File: src/rtl/multi_cycle_control_fsm_if.sv
// Control bundle between the multi-cycle RV32I sequencer and its datapath.
// The master side is the sequencer; the slave side is the datapath that feeds it.
interface multi_cycle_control_fsm_if #(
  parameter int kRetireCntWidth = 32
);
  logic [6:0]                 opcode;
  logic                       bcond;
  logic                       mem_ready;
  logic                       pc_write;
  logic                       pc_source;
  logic                       i_or_d;
  logic                       mem_read;
  logic                       mem_write;
  logic                       ir_write;
  logic                       reg_write;
  logic [1:0]                 mem_to_reg;
  logic                       alu_src_a;
  logic [1:0]                 alu_src_b;
  logic [1:0]                 alu_op;
  logic                       halted;
  logic                       illegal;
  logic                       inst_retire;
  logic [kRetireCntWidth-1:0] retire_count;

  modport master (
    input  opcode, bcond, mem_ready,
    output pc_write, pc_source, i_or_d, mem_read, mem_write, ir_write,
           reg_write, mem_to_reg, alu_src_a, alu_src_b, alu_op,
           halted, illegal, inst_retire, retire_count
  );

  modport slave (
    output opcode, bcond, mem_ready,
    input  pc_write, pc_source, i_or_d, mem_read, mem_write, ir_write,
           reg_write, mem_to_reg, alu_src_a, alu_src_b, alu_op,
           halted, illegal, inst_retire, retire_count
  );
endinterface

File: src/rtl/multi_cycle_control_fsm.sv
// Multi-cycle RV32I control sequencer: IF/ID/EX/MEM/WB walk, memory-ready stalls,
// sticky halt/illegal flags and a wrapping retired-instruction counter.
module multi_cycle_control_fsm #(
  parameter int kRetireCntWidth = 32
) (
  input  logic                     clk,
  input  logic                     reset,
  multi_cycle_control_fsm_if.master bus
);

  typedef enum logic [4:0] {
    S_IDLE, S_IF, S_ID, S_EX_R, S_EX_I, S_WB_ALU, S_MEM_ADDR, S_MEM_RD,
    S_WB_MEM, S_MEM_WR, S_EX_BR, S_BR_TAKEN, S_PC_INC, S_EX_JAL, S_EX_JALR,
    S_LINK, S_HALT
  } state_e;

  localparam logic [6:0] kOpR      = 7'b0110011;
  localparam logic [6:0] kOpI      = 7'b0010011;
  localparam logic [6:0] kOpLoad   = 7'b0000011;
  localparam logic [6:0] kOpStore  = 7'b0100011;
  localparam logic [6:0] kOpBranch = 7'b1100011;
  localparam logic [6:0] kOpJal    = 7'b1101111;
  localparam logic [6:0] kOpJalr   = 7'b1100111;
  localparam logic [6:0] kOpSystem = 7'b1110011;

  localparam logic [kRetireCntWidth-1:0] kCntOne = {{(kRetireCntWidth-1){1'b0}}, 1'b1};

  state_e                     r_state;
  state_e                     w_next;
  logic                       r_illegal;
  logic [kRetireCntWidth-1:0] r_retire_count;

  logic       w_set_illegal;
  logic       w_pc_inc;
  logic       w_pc_write;
  logic       w_pc_source;
  logic       w_i_or_d;
  logic       w_mem_read;
  logic       w_mem_write;
  logic       w_ir_write;
  logic       w_reg_write;
  logic [1:0] w_mem_to_reg;
  logic       w_alu_src_a;
  logic [1:0] w_alu_src_b;
  logic [1:0] w_alu_op;

  // NOTE: state lives only here and uses non-blocking assignments so every
  // register samples the pre-edge values of its peers.
  always_ff @(posedge clk or posedge reset) begin
    if (reset) begin
      r_state        <= S_IDLE;
      r_illegal      <= 1'b0;
      r_retire_count <= '0;
    end else begin
      r_state <= w_next;
      if (w_set_illegal) r_illegal <= 1'b1;
      if (w_pc_write)    r_retire_count <= r_retire_count + kCntOne;
    end
  end

  always_comb begin
    // NOTE: every signal is defaulted before the case so no path infers a latch.
    w_next        = r_state;
    w_set_illegal = 1'b0;
    w_pc_inc      = 1'b0;
    w_pc_write    = 1'b0;
    w_pc_source   = 1'b0;
    w_i_or_d      = 1'b0;
    w_mem_read    = 1'b0;
    w_mem_write   = 1'b0;
    w_ir_write    = 1'b0;
    w_reg_write   = 1'b0;
    w_mem_to_reg  = 2'b00;
    w_alu_src_a   = 1'b0;
    w_alu_src_b   = 2'b00;
    w_alu_op      = 2'b00;

    unique case (r_state)
      S_IDLE: w_next = S_IF;
      S_IF: begin
        w_mem_read = 1'b1;
        if (bus.mem_ready) begin
          w_ir_write = 1'b1;
          w_next     = S_ID;
        end
      end
      S_ID: begin
        case (bus.opcode)
          kOpR:              w_next = S_EX_R;
          kOpI:              w_next = S_EX_I;
          kOpLoad, kOpStore: w_next = S_MEM_ADDR;
          kOpBranch:         w_next = S_EX_BR;
          kOpJal:            w_next = S_EX_JAL;
          kOpJalr:           w_next = S_EX_JALR;
          kOpSystem:         w_next = S_HALT;
          default: begin
            w_next        = S_HALT;
            w_set_illegal = 1'b1;
          end
        endcase
      end
      S_EX_R: begin
        w_alu_src_a = 1'b1;
        w_alu_op    = 2'b01;
        w_next      = S_WB_ALU;
      end
      S_EX_I: begin
        w_alu_src_a = 1'b1;
        w_alu_src_b = 2'b10;
        w_alu_op    = 2'b01;
        w_next      = S_WB_ALU;
      end
      S_WB_ALU: begin
        w_reg_write = 1'b1;
        w_pc_inc    = 1'b1;
        w_next      = S_IF;
      end
      S_MEM_ADDR: begin
        w_alu_src_a = 1'b1;
        w_alu_src_b = 2'b10;
        w_next      = (bus.opcode == kOpLoad) ? S_MEM_RD : S_MEM_WR;
      end
      S_MEM_RD: begin
        w_mem_read = 1'b1;
        w_i_or_d   = 1'b1;
        if (bus.mem_ready) w_next = S_WB_MEM;
      end
      S_WB_MEM: begin
        w_reg_write  = 1'b1;
        w_mem_to_reg = 2'b01;
        w_pc_inc     = 1'b1;
        w_next       = S_IF;
      end
      // The store commits and PC advances in the same cycle memory accepts it.
      S_MEM_WR: begin
        w_mem_write = 1'b1;
        w_i_or_d    = 1'b1;
        if (bus.mem_ready) begin
          w_pc_inc = 1'b1;
          w_next   = S_IF;
        end
      end
      S_EX_BR: begin
        w_alu_src_a = 1'b1;
        w_alu_op    = 2'b10;
        w_next      = bus.bcond ? S_BR_TAKEN : S_PC_INC;
      end
      S_BR_TAKEN: begin
        w_alu_src_b = 2'b10;
        w_pc_write  = 1'b1;
        w_next      = S_IF;
      end
      S_PC_INC: begin
        w_pc_inc = 1'b1;
        w_next   = S_IF;
      end
      S_EX_JAL: begin
        w_alu_src_b = 2'b10;
        w_next      = S_LINK;
      end
      S_EX_JALR: begin
        w_alu_src_a = 1'b1;
        w_alu_src_b = 2'b10;
        w_next      = S_LINK;
      end
      // Jump target already sits in ALUOut; the ALU is free to form the link PC+4.
      S_LINK: begin
        w_alu_src_b  = 2'b01;
        w_reg_write  = 1'b1;
        w_mem_to_reg = 2'b10;
        w_pc_write   = 1'b1;
        w_pc_source  = 1'b1;
        w_next       = S_IF;
      end
      S_HALT:  w_next = S_HALT;
      default: w_next = S_IDLE;
    endcase

    if (w_pc_inc) begin
      w_pc_write  = 1'b1;
      w_alu_src_b = 2'b01;
    end
  end

  assign bus.pc_write     = w_pc_write;
  assign bus.pc_source    = w_pc_source;
  assign bus.i_or_d       = w_i_or_d;
  assign bus.mem_read     = w_mem_read;
  assign bus.mem_write    = w_mem_write;
  assign bus.ir_write     = w_ir_write;
  assign bus.reg_write    = w_reg_write;
  assign bus.mem_to_reg   = w_mem_to_reg;
  assign bus.alu_src_a    = w_alu_src_a;
  assign bus.alu_src_b    = w_alu_src_b;
  assign bus.alu_op       = w_alu_op;
  assign bus.halted       = (r_state == S_HALT);
  assign bus.illegal      = r_illegal;
  assign bus.inst_retire  = w_pc_write;
  assign bus.retire_count = r_retire_count;

endmodule

File: src/flat_wrapper.sv
// flat-port wrapper written by rule: the top's interface ports become plain ports
module multi_cycle_control_fsm_flat 
#(
  parameter int kRetireCntWidth = 32
)
  (clk, reset, bus_opcode, bus_bcond, bus_mem_ready, bus_pc_write, bus_pc_source, bus_i_or_d, bus_mem_read, bus_mem_write, bus_ir_write, bus_reg_write, bus_mem_to_reg, bus_alu_src_a, bus_alu_src_b, bus_alu_op, bus_halted, bus_illegal, bus_inst_retire, bus_retire_count);
  multi_cycle_control_fsm_if #(.kRetireCntWidth(kRetireCntWidth)) bus_i ();
  input  logic clk;
  input  logic reset;
  input wire logic [$bits(bus_i.opcode)-1:0] bus_opcode;
  input wire logic [$bits(bus_i.bcond)-1:0] bus_bcond;
  input wire logic [$bits(bus_i.mem_ready)-1:0] bus_mem_ready;
  output wire logic [$bits(bus_i.pc_write)-1:0] bus_pc_write;
  output wire logic [$bits(bus_i.pc_source)-1:0] bus_pc_source;
  output wire logic [$bits(bus_i.i_or_d)-1:0] bus_i_or_d;
  output wire logic [$bits(bus_i.mem_read)-1:0] bus_mem_read;
  output wire logic [$bits(bus_i.mem_write)-1:0] bus_mem_write;
  output wire logic [$bits(bus_i.ir_write)-1:0] bus_ir_write;
  output wire logic [$bits(bus_i.reg_write)-1:0] bus_reg_write;
  output wire logic [$bits(bus_i.mem_to_reg)-1:0] bus_mem_to_reg;
  output wire logic [$bits(bus_i.alu_src_a)-1:0] bus_alu_src_a;
  output wire logic [$bits(bus_i.alu_src_b)-1:0] bus_alu_src_b;
  output wire logic [$bits(bus_i.alu_op)-1:0] bus_alu_op;
  output wire logic [$bits(bus_i.halted)-1:0] bus_halted;
  output wire logic [$bits(bus_i.illegal)-1:0] bus_illegal;
  output wire logic [$bits(bus_i.inst_retire)-1:0] bus_inst_retire;
  output wire logic [$bits(bus_i.retire_count)-1:0] bus_retire_count;
  assign bus_i.opcode = bus_opcode;
  assign bus_i.bcond = bus_bcond;
  assign bus_i.mem_ready = bus_mem_ready;
  assign bus_pc_write = bus_i.pc_write;
  assign bus_pc_source = bus_i.pc_source;
  assign bus_i_or_d = bus_i.i_or_d;
  assign bus_mem_read = bus_i.mem_read;
  assign bus_mem_write = bus_i.mem_write;
  assign bus_ir_write = bus_i.ir_write;
  assign bus_reg_write = bus_i.reg_write;
  assign bus_mem_to_reg = bus_i.mem_to_reg;
  assign bus_alu_src_a = bus_i.alu_src_a;
  assign bus_alu_src_b = bus_i.alu_src_b;
  assign bus_alu_op = bus_i.alu_op;
  assign bus_halted = bus_i.halted;
  assign bus_illegal = bus_i.illegal;
  assign bus_inst_retire = bus_i.inst_retire;
  assign bus_retire_count = bus_i.retire_count;
  multi_cycle_control_fsm #(.kRetireCntWidth(kRetireCntWidth)) u_core (.clk(clk), .reset(reset), .bus(bus_i));
endmodule
File: config.mk
export PLATFORM = sky130hd
export DESIGN_NAME = multi_cycle_control_fsm_flat
export DESIGN_NICKNAME = d
export VERILOG_FILES = /design/src/rtl/multi_cycle_control_fsm_if.sv /design/src/rtl/multi_cycle_control_fsm.sv /design/src/flat_wrapper.sv
export SDC_FILE = /design/constraint.sdc
export NUM_CORES = 1
export LEC_CHECK = 0
export ABC_AREA = 1
export BUFFER_PORTS_ARGS = -buffer_cell sky130_fd_sc_hd__buf_2
export CAP_MARGIN = 20
export CORE_UTILIZATION = 55
export CTS_CLUSTER_DIAMETER = 30
export DETAILED_ROUTE_END_ITERATION = 8
export PLACE_DENSITY = 0.8
export SETUP_SLACK_MARGIN = 0.05
export SYNTH_ARGS = -nofsm -noshare
export SYNTH_HDL_FRONTEND = slang
export SYNTH_SLANG_ARGS = --single-unit
File: constraint.sdc
create_clock -name clk -period 2.2 [get_ports clk]
set_input_delay 0.33 -clock clk [delete_from_list [all_inputs] [get_ports clk]]
set_output_delay 0.33 -clock clk [all_outputs]
set_load 0.005 [all_outputs]
# Word level (Yosys, flattened, before mapping)
# Cells that the tools add are included.
# op_classes
add_sub_neg	1
n_eq_ne	27
mux	24
n_reduce_logical	14
# op_table
operator	count
one-hot mux 5 bit (10 select lines)	1
equality test 5 x 4 -> 1 bit (second input constant)	8
adder 32 x 1 -> 32 bit (second input constant)	1
one-hot mux 5 bit (6 select lines)	1
equality test 7 bit (second input constant)	4
equality test 5 x 3 -> 1 bit (second input constant)	4
two-way mux 5 bit	3
equality test 7 x 6 -> 1 bit (second input constant)	2
two-way mux 1 bit	12
one-hot mux 2 bit (2 select lines)	3
OR reduction 2 bit	6
equality test 5 x 2 -> 1 bit (second input constant)	2
OR reduction 5 bit	2
OR reduction 8 bit	1
equality test 7 x 2 -> 1 bit (second input constant)	1
equality test 7 x 5 -> 1 bit (second input constant)	1
inequality test 2 bit (second input constant)	3
OR reduction 3 bit	2
OR reduction 6 bit	1
equality test 5 x 1 -> 1 bit (second input constant)	1
equality test 5 bit (second input constant)	1
zero test 5 bit	1
two-way mux 4 bit	1
two-way mux 3 bit	1
other kinds (3)	3
# totals
reg_bits	38
in_bits	11
output_inout_bits	49
word_cells	69

# Longest topological paths before layout
# depth
depth_word	4
depth_mapped	11
ltp_nobuf	10

# Least setup slack after synthesis
# Ideal clock, no wire load.
# synth_timing
path_type	reg-to-output
startpoint	register u_core.r_state[3]
endpoint	output port bus_pc_write
arrival_ps	1410
t_required_ps	1870
slack_ps	460
stages_incl_launch_ff	11
n_path_buf	4
path_cell_list	dfrtp_1 > buf_4 > inv_2 > nor2_4 > inv_2 > nor3_4 > nand2_2 > nand3_2 > buf_6 > buf_6 > buf_4
# synth_via
elab_chain_cells	4
elab_cells_between_ends	11
classes_between	eq/ne (6); mux (3); reduce/logical (2)
# synth_rtl
element	line_no	rtl
start: declaration	multi_cycle_control_fsm.sv:28	state_e r_state;
start signal: assignment	multi_cycle_control_fsm.sv:55	r_state <= w_next;
equality test 5 x 3 -> 1 bit or equality test 5 x 4 -> 1 bit (tied branches)	multi_cycle_control_fsm.sv:78	unique case (r_state)
OR reduction 3 bit (no line) or OR reduction 2 bit (tied branches)	n/a	
one-hot mux 1 bit (2 select lines) or two-way mux 1 bit (tied branches)	multi_cycle_control_fsm.sv:78	
two-way mux 1 bit *	multi_cycle_control_fsm.sv:179	if (w_pc_inc) begin
end: declaration	flat_wrapper.sv:13	output wire logic [$bits(bus_i.pc_write)-1:0] bus_pc_write;
# Mark *: on every way between the ends. The rest lies on a longest branch, timed or not.

# Worst setup path after layout
# layout_timing
startpoint	register u_core.r_state[3]
endpoint	output port bus_alu_src_b[0]
# layout_via
elab_chain_cells	4
elab_cells_between_ends	15
classes_between	eq/ne (10); mux (3); reduce/logical (2)
# layout_rtl
element	line_no	rtl
equality test 5 x 3 -> 1 bit or equality test 5 x 4 -> 1 bit (tied branches)	multi_cycle_control_fsm.sv:78	
OR reduction 5 bit (no line) or OR reduction 3 bit (tied branches)	n/a	
one-hot mux 2 bit (2 select lines) or one-hot mux 1 bit (2 select lines) (tied branches)	multi_cycle_control_fsm.sv:78	
two-way mux 2 bit *	multi_cycle_control_fsm.sv:179	
end: declaration	flat_wrapper.sv:22	output wire logic [$bits(bus_i.alu_src_b)-1:0] bus_alu_src_b;
# Marks and branches as above.

==> reports/metrics.csv <==
metric;value;unit
row_count;25;
clockBufferDepth;2;
layout_worst_path_cycle_share;93.25;%
synth_edf_count;0;
synth_warnings;0;
ys_types;29;
outcome;finished, final reports clean;
drt_wl_total;8450;µm
io_buffer_count;59;
hold_class;in -> async;
cts-htree-levels;2;
ir_worst_vdd;595.4;µV
power_density;697.9;nW/µm²
finClkSkew;0.006815;ns
die_h;74.34;µm
drc;0;
drv_slew;0;
cp_max_fo;16;
startpoint;u_core.r_state[3];
ant_nets;0;
syn-num-nets;477;
netlist_top_cells_area;dfrtp_1, nand2_1, nor2_1, inv_1, nand3_1;
synth_seq_cells;38;
synthArstFlopShare;100.0;%
clockPowerShare;22.4;%
post_cts_buffers;0;
hpwl;6383;µm
n_fill_cell;452;
drt_iter0_drc;330;
clk_pin_slew_worst_paths;0.08;ns
grt_pass1_vias;2869;
route.vias.total;3276;
post_drt_wl_per_cell;14.18;µm
via_per_inst;5.497;
grt_pass1_wl;13520;µm
cts-root-buf;clkbuf_8;
cts_sinks;38;
grt_antenna_before_repair;0;
num_io_pins;60;
critPathKind;reg -> out;
hold_buffers;0;
dieArea;5526;µm²
finalSetupTns;0;ns
rsz0062_at_grt;false;
synth.most_common_cell;nand2_1;
period_minus_slack;2.051;ns
cap_violations;0;
setup_viol;0;
hold_violations;0;
grtUsageTotal;32.69;%
synth_cells;465;
worstPathRequired;1.87;ns
fmax;0.4875;GHz
cts_made_buffers;5;
synthTopCellsByCount;nand2_1, nor2_1, inv_1;
tritoncts;done;
seq_area_frac_synth;33.04;%
synth_top_area_cell;dfrtp_1;
nNetsFinal;540;
switching_share;42.24;%
p_sw;986.8;µW
syn_area_per_cell;6.189;µm²
cp-start-kind;register;
synthesis.area;2878;µm²
reg2reg_from;u_core.bus.retire_count[0];
die_w;74.34;µm
intPower;1.349;mW
gp_congestion;0.9804;
grt_max_degree;39;
gr-total-overflow;0;
synth_ff_type;dfrtp_1;
slew_headroom;54.68;%
dp.cells;588;
worstMarginPinSlew;0.6746;ns
power_leakage;1.777;nW
coreArea;4880;µm²
critPathArrivalTime;1.72;ns
synth_top_area_share;33.04;%
layout.cells.non_filler;596;
insertion_delay;0.30;ns
fin_util;68.59;%
seq_power_share;38.2;%
drive_above_1_share;17.39;%
drt_pass1_iterations;5;
initial_utilization;58.97;%
setup.worst_path.end_class;primary output;
comb_power_share;39.4;%
postCtsResizedCells;0;
area_growth;16.30;%
insertedDiodeCount;0;
[metal layers]
layer | up-vias | routed length, µm | GRT usage (%)
li1 | 1605 | - | -
met1 | 1490 | 3857 | 48.68
met2 | 166 | 3763 | 49.70
met3 | 15 | 735 | 5.962
met4 | 0 | 93 | 6.918
met5 | - | 0 | 0
[logic make-up after synthesis]
kind of cell	Yosys count	synth area share (%)
AOI/OAI and AO/OA	22	4.696
xor gates and xnor gates	6	1.826
adders and majority gates	1	0.4347
buffers and inverters	66	9.609
DFF	38	33.04
and+or+nand+nor	332	50.39
[through the flow]
| step | hold slack [ns] | worst slack, ns | cell area (µm²) | power, mW |
|---|---|---|---|---|
| 4_1_cts | 0.1644 | 0.09729 | 3338 | 2.313 |
| 6_report | 0.1500 | 0.1485 | 3347 | 2.336 |
| 3_3_place_gp | 0.4743 | 0.3745 | 3243 | 1.793 |
| 3_5_place_dp | 0.4640 | 0.3751 | 3243 | 1.796 |
| 5_1_grt | 0.1957 | 0.06633 | 3347 | 2.496 |
| 2_1_floorplan | 0.4385 | 0.4602 | 2878 | 1.520 |
[critical path, stage by stage (launching register included)]
cell and delay (ns):
dfrtp_2 0.46, inv_2 0.06, nor2_4 0.13, inv_2 0.08
nor3_4 0.16, nand2_2 0.09, buf_4 0.22, nand3b_1 0.11
buf_2 0.11
[power groups by stage]
stage | clock, mW | combinational (mW) | sequential [mW]
floorplan | 0 | 0.647 | 0.874
global placement | 0 | 0.898 | 0.895
detailed placement | 0 | 0.901 | 0.895
CTS | 0.526 | 0.902 | 0.886
global route | 0.560 | 1.03 | 0.908
finish | 0.524 | 0.919 | 0.893
[cells in the final DEF, fill, tap and decap left out, types with 6 or more instances in the layout]
master | synthesis | final
nand2_1 | 178 | 178
nor2_1 | 66 | 64
buf_2 | 2 | 59
inv_1 | 53 | 53
dfrtp_1 | 38 | 35
nand3_1 | 28 | 28
nand4_1 | 20 | 20
nor3_1 | 18 | 18
nand3b_1 | 14 | 14
o21ai_0 | 13 | 13
buf_4 | 3 | 7
xor2_1 | 6 | 6
clkbuf_8 | 0 | 6
[final timing paths]
kind                       cells after the start  slack, ns                     endpoint
setup / recovery                               8       0.15             bus_alu_src_b[0]
hold / removal                                 3       0.15   u_core.bus.retire_count[3]
setup reg to reg                              10       0.39  u_core.bus.retire_count[28]
hold reg to reg                                1       0.48           u_core.bus.illegal
max in group asynchronous                      3       1.67            u_core.r_state[3]
min in group clk                               2       0.25            u_core.r_state[3]
[layout make-up]
type | count | area [µm²] | area share (%)
clock buffers | 6 | 82.58 | 2.467
clock inverters | 2 | 12.51 | 0.3738
inverters | 56 | 210.2 | 6.280
multi-input cells | 361 | 1655 | 49.46
flip-flops and latches | 38 | 954.7 | 28.52
well taps | 67 | 83.83 | 2.505
repair buffers | 66 | 347.8 | 10.39
[sequential cells by signal, indices dropped and copies added (netlist names)]
| signal | flops |
|---|---|
| u_core.bus.retire_count | 32 |
| u_core.r_state | 5 |
| u_core.bus.illegal | 1 |
(Power assumes the default switching activity.)
